[src/rtl/midi_msg_parser.sv]
// MIDI channel voice message parser: running status, real-time
// interleave, SysEx skip; emits Note On/Off and CC events.
module midi_msg_parser #(
  parameter int unsigned CHANNEL = 0,
  parameter bit          OMNI    = 1'b1
) (
  input  logic       CLK,
  input  logic       RST,
  input  logic       CE,
  input  logic       DV,
  input  logic [7:0] DI,
  output logic       NOTE_ON,
  output logic       NOTE_OFF,
  output logic       CC,
  output logic       ERR,
  output logic [3:0] CH,
  output logic [6:0] KEY,
  output logic [6:0] VAL
);

  typedef enum logic [1:0] {
    IDLE,
    WAIT_D1,
    WAIT_D2,
    SYSEX
  } state_t;

  state_t     state, state_n;
  logic [7:0] rs, rs_n;
  logic       rs_vld, rs_vld_n;
  logic [6:0] d1, d1_n;
  logic       on_n, off_n, cc_n, err_n;
  logic [3:0] ch_n;
  logic [6:0] key_n, val_n;

  logic is_rt, is_stat, is_sys, take;
  logic two_byte, ch_ok;

  assign is_rt    = &DI[7:3];
  assign is_stat  = DI[7] & ~(&DI[6:4]);
  assign is_sys   = (&DI[7:4]) & ~DI[3];
  assign take     = DV & CE & ~is_rt;
  assign two_byte = (rs[6:4] != 3'd4) && (rs[6:4] != 3'd5);
  assign ch_ok    = OMNI || (rs[3:0] == 4'(CHANNEL));

  // Next-state, running status and event decode for one accepted byte
  always_comb begin
    state_n  = state;
    rs_n     = rs;
    rs_vld_n = rs_vld;
    d1_n     = d1;
    on_n     = 1'b0;
    off_n    = 1'b0;
    cc_n     = 1'b0;
    err_n    = 1'b0;
    ch_n     = CH;
    key_n    = KEY;
    val_n    = VAL;
    unique case (1'b1)
      !take: ;
      take && is_stat: begin
        rs_n     = DI;
        rs_vld_n = 1'b1;
        state_n  = WAIT_D1;
      end
      take && is_sys: begin
        rs_vld_n = 1'b0;
        state_n  = (DI == 8'hF0) ? SYSEX : IDLE;
      end
      take && !DI[7]: begin
        unique case (state)
          IDLE: err_n = 1'b1;
          WAIT_D1: begin
            if (rs_vld && two_byte) begin
              d1_n    = DI[6:0];
              state_n = WAIT_D2;
            end
          end
          WAIT_D2: begin
            state_n = WAIT_D1;
            if (ch_ok) begin
              unique case (rs[6:4])
                3'd0: off_n = 1'b1;
                3'd1: begin
                  on_n  = (DI[6:0] != 7'd0);
                  off_n = (DI[6:0] == 7'd0);
                end
                3'd3: cc_n = 1'b1;
                default: ;
              endcase
              if (on_n || off_n || cc_n) begin
                ch_n  = rs[3:0];
                key_n = d1;
                val_n = DI[6:0];
              end
            end
          end
          SYSEX: ;
          default: ;
        endcase
      end
      default: ;
    endcase
  end

  // State, message registers and output event registers
  always_ff @(posedge CLK or posedge RST) begin
    if (RST) begin
      state    <= IDLE;
      rs       <= 8'h00;
      rs_vld   <= 1'b0;
      d1       <= 7'd0;
      NOTE_ON  <= 1'b0;
      NOTE_OFF <= 1'b0;
      CC       <= 1'b0;
      ERR      <= 1'b0;
      CH       <= 4'd0;
      KEY      <= 7'd0;
      VAL      <= 7'd0;
    end else begin
      state    <= state_n;
      rs       <= rs_n;
      rs_vld   <= rs_vld_n;
      d1       <= d1_n;
      NOTE_ON  <= on_n;
      NOTE_OFF <= off_n;
      CC       <= cc_n;
      ERR      <= err_n;
      CH       <= ch_n;
      KEY      <= key_n;
      VAL      <= val_n;
    end
  end

endmodule

[config.mk]
export PLATFORM = sky130hd
export DESIGN_NAME = midi_msg_parser
export DESIGN_NICKNAME = d
export VERILOG_FILES = /design/src/rtl/midi_msg_parser.sv
export SDC_FILE = /design/constraint.sdc
export NUM_CORES = 1
export LEC_CHECK = 0
export ABC_AREA = 1
export BUFFER_PORTS_ARGS = -buffer_cell sky130_fd_sc_hd__buf_2
export CAP_MARGIN = 10
export CORE_MARGIN = 1.5
export CORE_UTILIZATION = 54
export DETAILED_ROUTE_END_ITERATION = 8
export PLACE_DENSITY = 0.81
export SYNTH_ARGS = -nofsm -noshare
export SYNTH_HDL_FRONTEND = slang
export SYNTH_SLANG_ARGS = --single-unit
export TNS_END_PERCENT = 100
[constraint.sdc]
create_clock -name CLK -period 1.5 [get_ports CLK]
set_input_delay 0.45 -clock CLK [delete_from_list [all_inputs] [get_ports CLK]]
set_output_delay 0.45 -clock CLK [all_outputs]
set_load 0.005 [all_outputs]
==> impl_metrics.env, run 1 <==
export IMPL_drtIter0Drc=64
export IMPL_worst_path_stages=1
export IMPL_crit_fanout=2
export IMPL_holdCritPathClass="input pin to async pin"
export IMPL_syn2layout_area_growth_pct=22.8
export IMPL_dp_hpwl_um=2380
export IMPL_setup_worst_path_start="KEY[5]"
export IMPL_synthTopCellsByCount="48 x nand2_1, 39 x dfrtp_1, 26 x inv_1"
export IMPL_cts_tree="yes"
export IMPL_cts_buffers=5
export IMPL_io_buffer_count=33
export IMPL_setup_viol=0
export IMPL_diodes=0
export IMPL_synthCells=183
export IMPL_whs_ps=122
export IMPL_tns_ps=0
export IMPL_die_area_sq_mm=0.00362
export IMPL_syn_nets=195
export IMPL_hold_buffers=0
export IMPL_relSlewSlack_pct=79.5
export IMPL_die_h_um=60.2
export IMPL_wirelength_um=3180
export IMPL_p_per_area_mw_per_mm2=1250
export IMPL_ys_warn_count=0
export IMPL_rsz0062_at_grt="false"
export IMPL_cpMaxStageDelayCell="dfrtp_1"
export IMPL_cp_cell_sequence="buf_2"
export IMPL_drc_errors=0
export IMPL_die_x_um=60.2
export IMPL_p_switching_w=0.000739
export IMPL_cts_max_level=2
export IMPL_start_util_pct=57.3
export IMPL_clkTransAtPathRegs_ps=120
export IMPL_synth_top_area_share_pct=55.3
export IMPL_clkPwrFrac_pct=32.2
export IMPL_synth_avg_cell_area_sq_um=9.64
export IMPL_required_ps=1050
export IMPL_insertion_delay_ps=360
export IMPL_first_pass_iters=4
export IMPL_yosysMostFrequentCell="nand2_1"
export IMPL_fmax_ghz=0.731
export IMPL_power_leakage_nw=1.13
export IMPL_async_reset_ff_share_pct=100
export IMPL_timing_rr_start="state[0]"
export IMPL_cts_resized_gates=0
export IMPL_clockRootBuffer="clkbuf_4"
export IMPL_worstSetupPathType="flop to output port"
export IMPL_yosysTopAreaCell="dfrtp_1"
export IMPL_vias_per_cell=4.86
export IMPL_endpoint_kind="output port"
export IMPL_synth_edf_count=0
export IMPL_multi_input_area_sq_um=638
export IMPL_gp_congestion=0.805
export IMPL_fin_crit_ps=1370
export IMPL_p_sw_share_pct=27.4
export IMPL_synth_area_sq_mm=0.00176
export IMPL_grt_usage_pct=20.9
export IMPL_crit_buf_inv=1
export IMPL_antenna_found_initial=0
export IMPL_synth_seq_cells=39
export IMPL_hold_viol=0
export IMPL_wl_per_cell_um=11.7
export IMPL_worstMarginPinSlew_ps=305
export IMPL_status="complete, no violations"
export IMPL_io_pins=34
export IMPL_drv_slew=0
export IMPL_core_area_sq_mm=0.00308
export IMPL_r2r_cells=7
export IMPL_synthTopCellsByArea="dfrtp_1 55%, o21ai_2 12%, nand2_1 10%"
export IMPL_regArea_sq_um=976
export IMPL_seq_power_share_pct=49.1
export IMPL_grt_max_degree=40
export IMPL_final_util_pct=70.4
export IMPL_arrival_ps=920
export IMPL_power_frac_comb_pct=18.7
export IMPL_n_fill_cell=241
export IMPL_vias=1322
export IMPL_start_kind="flop"
export IMPL_cts_setup_buffers=0
export IMPL_period_share_pct=91.2
export IMPL_seq_area_frac_synth_pct=55.3
export IMPL_max_cap_violations=0
export IMPL_ir_worst_vdd_v=0.000907
export IMPL_synth_flop_cell="dfrtp_1"
export IMPL_overflow=0
export IMPL_critPathMaxStageDelay_ps=420
export IMPL_synth_cell_types=17
export IMPL_clk_path_buf_depth=2
export IMPL_grt_pass1_wl_um=5490
export IMPL_drtAntennaViolNets=0
export IMPL_final_nets=239
export IMPL_fin_skew_ps=9.24
export IMPL_drive_gt1_share_pct=37.3
export IMPL_internal_power_w=0.00196
export IMPL_critPathTopFamily="flip-flops"
export IMPL_num_rows=20
export IMPL_grt_pass1_vias=1256
export IMPL_cts_sinks=39
[routing by layer]
| layer | vias to the layer above | global-route usage (%) | wire length, um |
|---|---|---|---|
| met5 | - | 0 | 0 |
| met3 | 7 | 6.71 | 193 |
| li1 | 667 | - | - |
| met2 | 41 | 32.0 | 1510 |
| met4 | 0 | 8.89 | 53 |
| met1 | 607 | 27.2 | 1420 |
[worst paths after layout]
check                           end  slack (ps)
setup / recovery             KEY[5]         130
hold / removal                rs[2]         120
setup reg to reg              CH[3]         230
hold reg to reg                 ERR         490
max in group asynchronous  state[1]        1190
min in group CLK              rs[0]         330
[state kept, by name, summed over array words and instances (netlist names)]
name / cells
KEY: 7
VAL: 7
d1: 7
rs: 7
CH: 4
state: 2
CC: 1
ERR: 1
NOTE_OFF: 1
NOTE_ON: 1
rs_vld: 1
[power by group through the flow]
stage / registers, W / clock network, W / logic [W]
after floorplan: 0.00134 / 0 / 0.000345
after global placement: 0.00134 / 0 / 0.000492
after detailed placement: 0.00135 / 0 / 0.000512
after CTS: 0.00133 / 0.000895 / 0.000514
after global routing: 0.00135 / 0.000939 / 0.000578
final: 0.00133 / 0.000870 / 0.000504
[cells by family (layout without fill, tap and decap cells)]
family	Yosys count	in the layout	share of synthesized area (%)
and+or+nand+nor	75	75	18.2
DFF	39	39	55.3
AOI/OAI and AO/OA	38	38	17.9
buffers and inverters	31	76	8.51
[per-stage QoR]
step	power (W)	setup slack [ps]	instance area [sq um]	instances
5_1_grt	0.00287	92.1	2170	272
6_report	0.00270	132	2170	272
3_3_place_gp	0.00183	85.7	2060	264
4_1_cts	0.00274	122	2170	272
2_1_floorplan	0.00168	161	1760	183
3_5_place_dp	0.00186	38.0	2060	264
[cells in the final DEF (no fill, tap or decap)]
cell type   synthesis  routed
o21ai_0             9       9
nand2_1            48      48
nand3_2             1       1
inv_1              26      26
buf_4               1       4
o211ai_4            1       1
clkinvlp_4          0       1
a31oi_4             1       1
nand3_1             6       6
nor3_1              3       3
nor2_2              1       1
bufinv_16           0       2
a21oi_1             2       2
clkbuf_4            0       5
nor2_1             10      10
buf_2               0      33
dfrtp_1            39      39
nand2_2             5       5
o21ai_2            25      25
buf_12              0       5
nor2_4              1       1
[final cells by class]
| cell class | count | area share [%] |
|---|---|---|
| Inverter | 26 | 4.50 |
| Timing Repair Buffer | 42 | 13.6 |
| Tap cell | 44 | 2.54 |
| Multi-Input combinational cell | 113 | 29.4 |
| Clock inverter | 3 | 3.12 |
| Sequential cell | 39 | 45.0 |
| Clock buffer | 5 | 1.73 |
Note: power is estimated with default switching activity, not from simulation.
==> run 2: changes to the inputs <==
ABC_AREA = default   (was 1)
CORE_UTILIZATION = 53   (was 54)
==> run 2 against run 1 <==
  * The run now ends with setup timing left
  * Utilization is 4.7 points higher
  * Critical path depth rose by 4
  * Total power decreased by 3.1%
  * Non-clock buffer count is 15 higher
  * Clock power shrank 40%
  * Fmax is 12% lower
  * Die area decreased by 6.0%
  * Count of clock-buffer cells in the layout grew 1
  * Sequential share of layout area is 0.87 points higher
  * Synthesized area fell by 8.1%
  * Register-to-register slack worse by 280 ps
  * Highest routed layer unchanged
==> impl_metrics.env, run 2 <==
export IMPL_status="finished with violations"
export IMPL_violations="setup timing"
export IMPL_drive_gt1_share_pct=60.9
export IMPL_max_cap_violations=0
export IMPL_crit_fanout=18
export IMPL_io_buffer_count=33
export IMPL_grt_max_degree=40
export IMPL_hold_viol=0
export IMPL_die_h_um=58.3
export IMPL_dp_cells=187
export IMPL_fin_ws_ps=-46.6
export IMPL_io_pins=34
export IMPL_overflow=0
export IMPL_synth_seq_cells=39
export IMPL_drtAntennaViolNets=0
export IMPL_vias=1115
export IMPL_ys_warn_count=0
export IMPL_period_share_pct=103
export IMPL_power_frac_comb_pct=25.5
export IMPL_final_common_cell="dfrtp_1"
export IMPL_synthCells=106
export IMPL_tns_ps=-686
export IMPL_dp_hpwl_um=2250
export IMPL_clockRootBuffer="clkbuf_4"
export IMPL_syn_nets=118
export IMPL_setup_worst_path_start="state[0]"
export IMPL_final_nets=180
export IMPL_die_area_sq_mm=0.00340
export IMPL_synth_edf_count=0
export IMPL_synth_flop_cell="dfrtp_1"
export IMPL_seq_area_frac_synth_pct=60.2
export IMPL_num_rows=19
export IMPL_synth_top_area_share_pct=60.2
export IMPL_post_dp_cell_area_sq_mm=0.00200
export IMPL_layout_common_cells="39 x dfrtp_1, 33 x buf_2, 22 x buf_4, 17 x mux2_4, 12 x mux2_2"
export IMPL_ir_worst_vdd_v=0.000784
export IMPL_required_ps=1730
export IMPL_synth_cell_types=28
export IMPL_vias_per_cell=5.58
export IMPL_power_leakage_nw=1.15
export IMPL_fin_cells=200
export IMPL_wirelength_um=3360
export IMPL_cts_tree="yes"
export IMPL_async_reset_ff_share_pct=100
export IMPL_internal_power_w=0.00190
export IMPL_antenna_found_initial=0
export IMPL_arrival_ps=1780
export IMPL_insertion_delay_ps=350
export IMPL_final_util_pct=75.1
export IMPL_fin_skew_ps=11.7
export IMPL_diodes=0
export IMPL_synthTopCellsByCount="39 x dfrtp_1, 19 x mux2_2, 10 x mux2_4"
export IMPL_fmax_ghz=0.647
export IMPL_setup_viol=25
export IMPL_drtIter0Drc=40
export IMPL_endpoint_kind="flop"
export IMPL_grt_pass1_vias=1142
export IMPL_synth_avg_cell_area_sq_um=15.3
export IMPL_drc_errors=0
export IMPL_rsz0062_at_grt="true"
export IMPL_start_util_pct=57.3
export IMPL_clk_path_buf_depth=2
export IMPL_cts_sinks=39
export IMPL_p_per_area_mw_per_mm2=1230
export IMPL_first_pass_iters=4
export IMPL_drv_slew=0
export IMPL_yosysMostFrequentCell="dfrtp_1"
export IMPL_fin_area_sq_mm=0.00213
export IMPL_cp_cell_sequence="nor2b_4 > nor4b_4 > o21ai_4 > buf_12 > mux2_4"
export IMPL_clkPwrFrac_pct=20.0
export IMPL_fin_crit_ps=1550
export IMPL_grt_usage_pct=22.5
export IMPL_cts_max_level=2
export IMPL_p_switching_w=0.000721
export IMPL_cpMaxStageDelayCell="dfrtp_1"
export IMPL_core_area_sq_mm=0.00283
export IMPL_n_fill_cell=187
export IMPL_seq_power_share_pct=54.5
export IMPL_start_kind="flop"
export IMPL_p_sw_share_pct=27.6
export IMPL_synth_area_sq_mm=0.00162
export IMPL_cts_buffers=5
export IMPL_relSlewSlack_pct=67.2
export IMPL_syn2layout_area_growth_pct=31.1
export IMPL_gp_congestion=0.786
export IMPL_synthTopCellsByArea="dfrtp_1 60%, mux2_2 13%, mux2_4 9.3%"
export IMPL_yosysTopAreaCell="dfrtp_1"
export IMPL_timing_rr_start="state[0]"
export IMPL_worstMarginPinSlew_ps=492
export IMPL_grt_pass1_wl_um=5490
export IMPL_critPathMaxStageDelay_ps=440
export IMPL_worstSetupPathType="flop to flop"
export IMPL_clkTransAtPathRegs_ps=120
export IMPL_holdCritPathClass="input pin to async pin"
export IMPL_total_power_w=0.00262
export IMPL_wl_per_cell_um=16.8
export IMPL_die_x_um=58.3
## run 2: cell count changes in the layout (fill, tap and decap cells not counted), sizes merged, moves of 4 or more
cell	before	now
nor2	12	3
mux2	0	29
and3	0	4
o22a	0	4
buf	42	57
o21ai	34	3
nand3	7	2
nand2	53	2
inv	26	3
## run 2: what timing repair did
action                                  CTS  global route
setup buffers                             3             2
hold buffers                              0             0
endpoints found under the setup margin   24            26
gates resized for setup                   6             1
pin swaps                                 2             0
## run 2: area by class of cell
class | count | area, sq um | area share, %
clock buffers | 6 | 41.3 | 1.94
inverters | 3 | 11.3 | 0.530
clock inverters | 2 | 12.5 | 0.589
repair buffers | 57 | 370 | 17.4
well taps | 31 | 38.8 | 1.82
flip-flops and latches | 39 | 976 | 45.9
multi-input cells | 62 | 676 | 31.8
## run 2: kinds of logic after synthesis
group,after synthesis,synth area share (%)
buffers and inverters,5,1.62
AO/OA/AOI/OAI,13,6.10
multiplexers,29,22.5
AND/OR/NAND/NOR,20,9.65
flip-flops,39,60.2
## run 2: power groups by stage
stage | clock (W) | combinational [W] | sequential, W
finish | 0.000525 | 0.000667 | 0.00143
global route | 0.000576 | 0.000724 | 0.00145
CTS | 0.000535 | 0.000652 | 0.00143
detailed placement | 0 | 0.000595 | 0.00144
global placement | 0 | 0.000572 | 0.00143
floorplan | 0 | 0.000350 | 0.00143
## run 2: per-stage QoR
step / hold WS (ps) / setup slack (ps)
floorplan: 463 / -47.5
global placement: 485 / -159
detailed placement: 488 / -205
CTS: 200 / -35.9
global route: 214 / -75.3
finish: 202 / -46.6
## run 2: critical path: cells and delay by family, from the launching register on
family | cells | cell delay (ps)
flops | 1 | 440
simple gates | 2 | 410
mux | 1 | 290
buf+inv | 1 | 170
compound gates | 1 | 110
## run 2: per-layer routing
metal / part of all wire, % / GRT usage, % / vias to the layer above / wire (um)
met5: 0 / 0 / - / 0
met4: 1.1 / 10.3 / 0 / 36
met3: 5.6 / 6.59 / 4 / 187
met2: 48 / 33.9 / 37 / 1600
met1: 46 / 30.2 / 563 / 1530
li1: - / - / 511 / -
## run 2: worst paths after layout
check                      cells after the start  slack [ps]  endpoint
max                                            5         -50    KEY[0]
min                                            3         200    KEY[3]
max reg2reg                                    5         -50    KEY[0]
min reg2reg                                    1         500     CH[2]
max in group asynchronous                      3         960    VAL[2]
min in group CLK                               2         400    VAL[0]
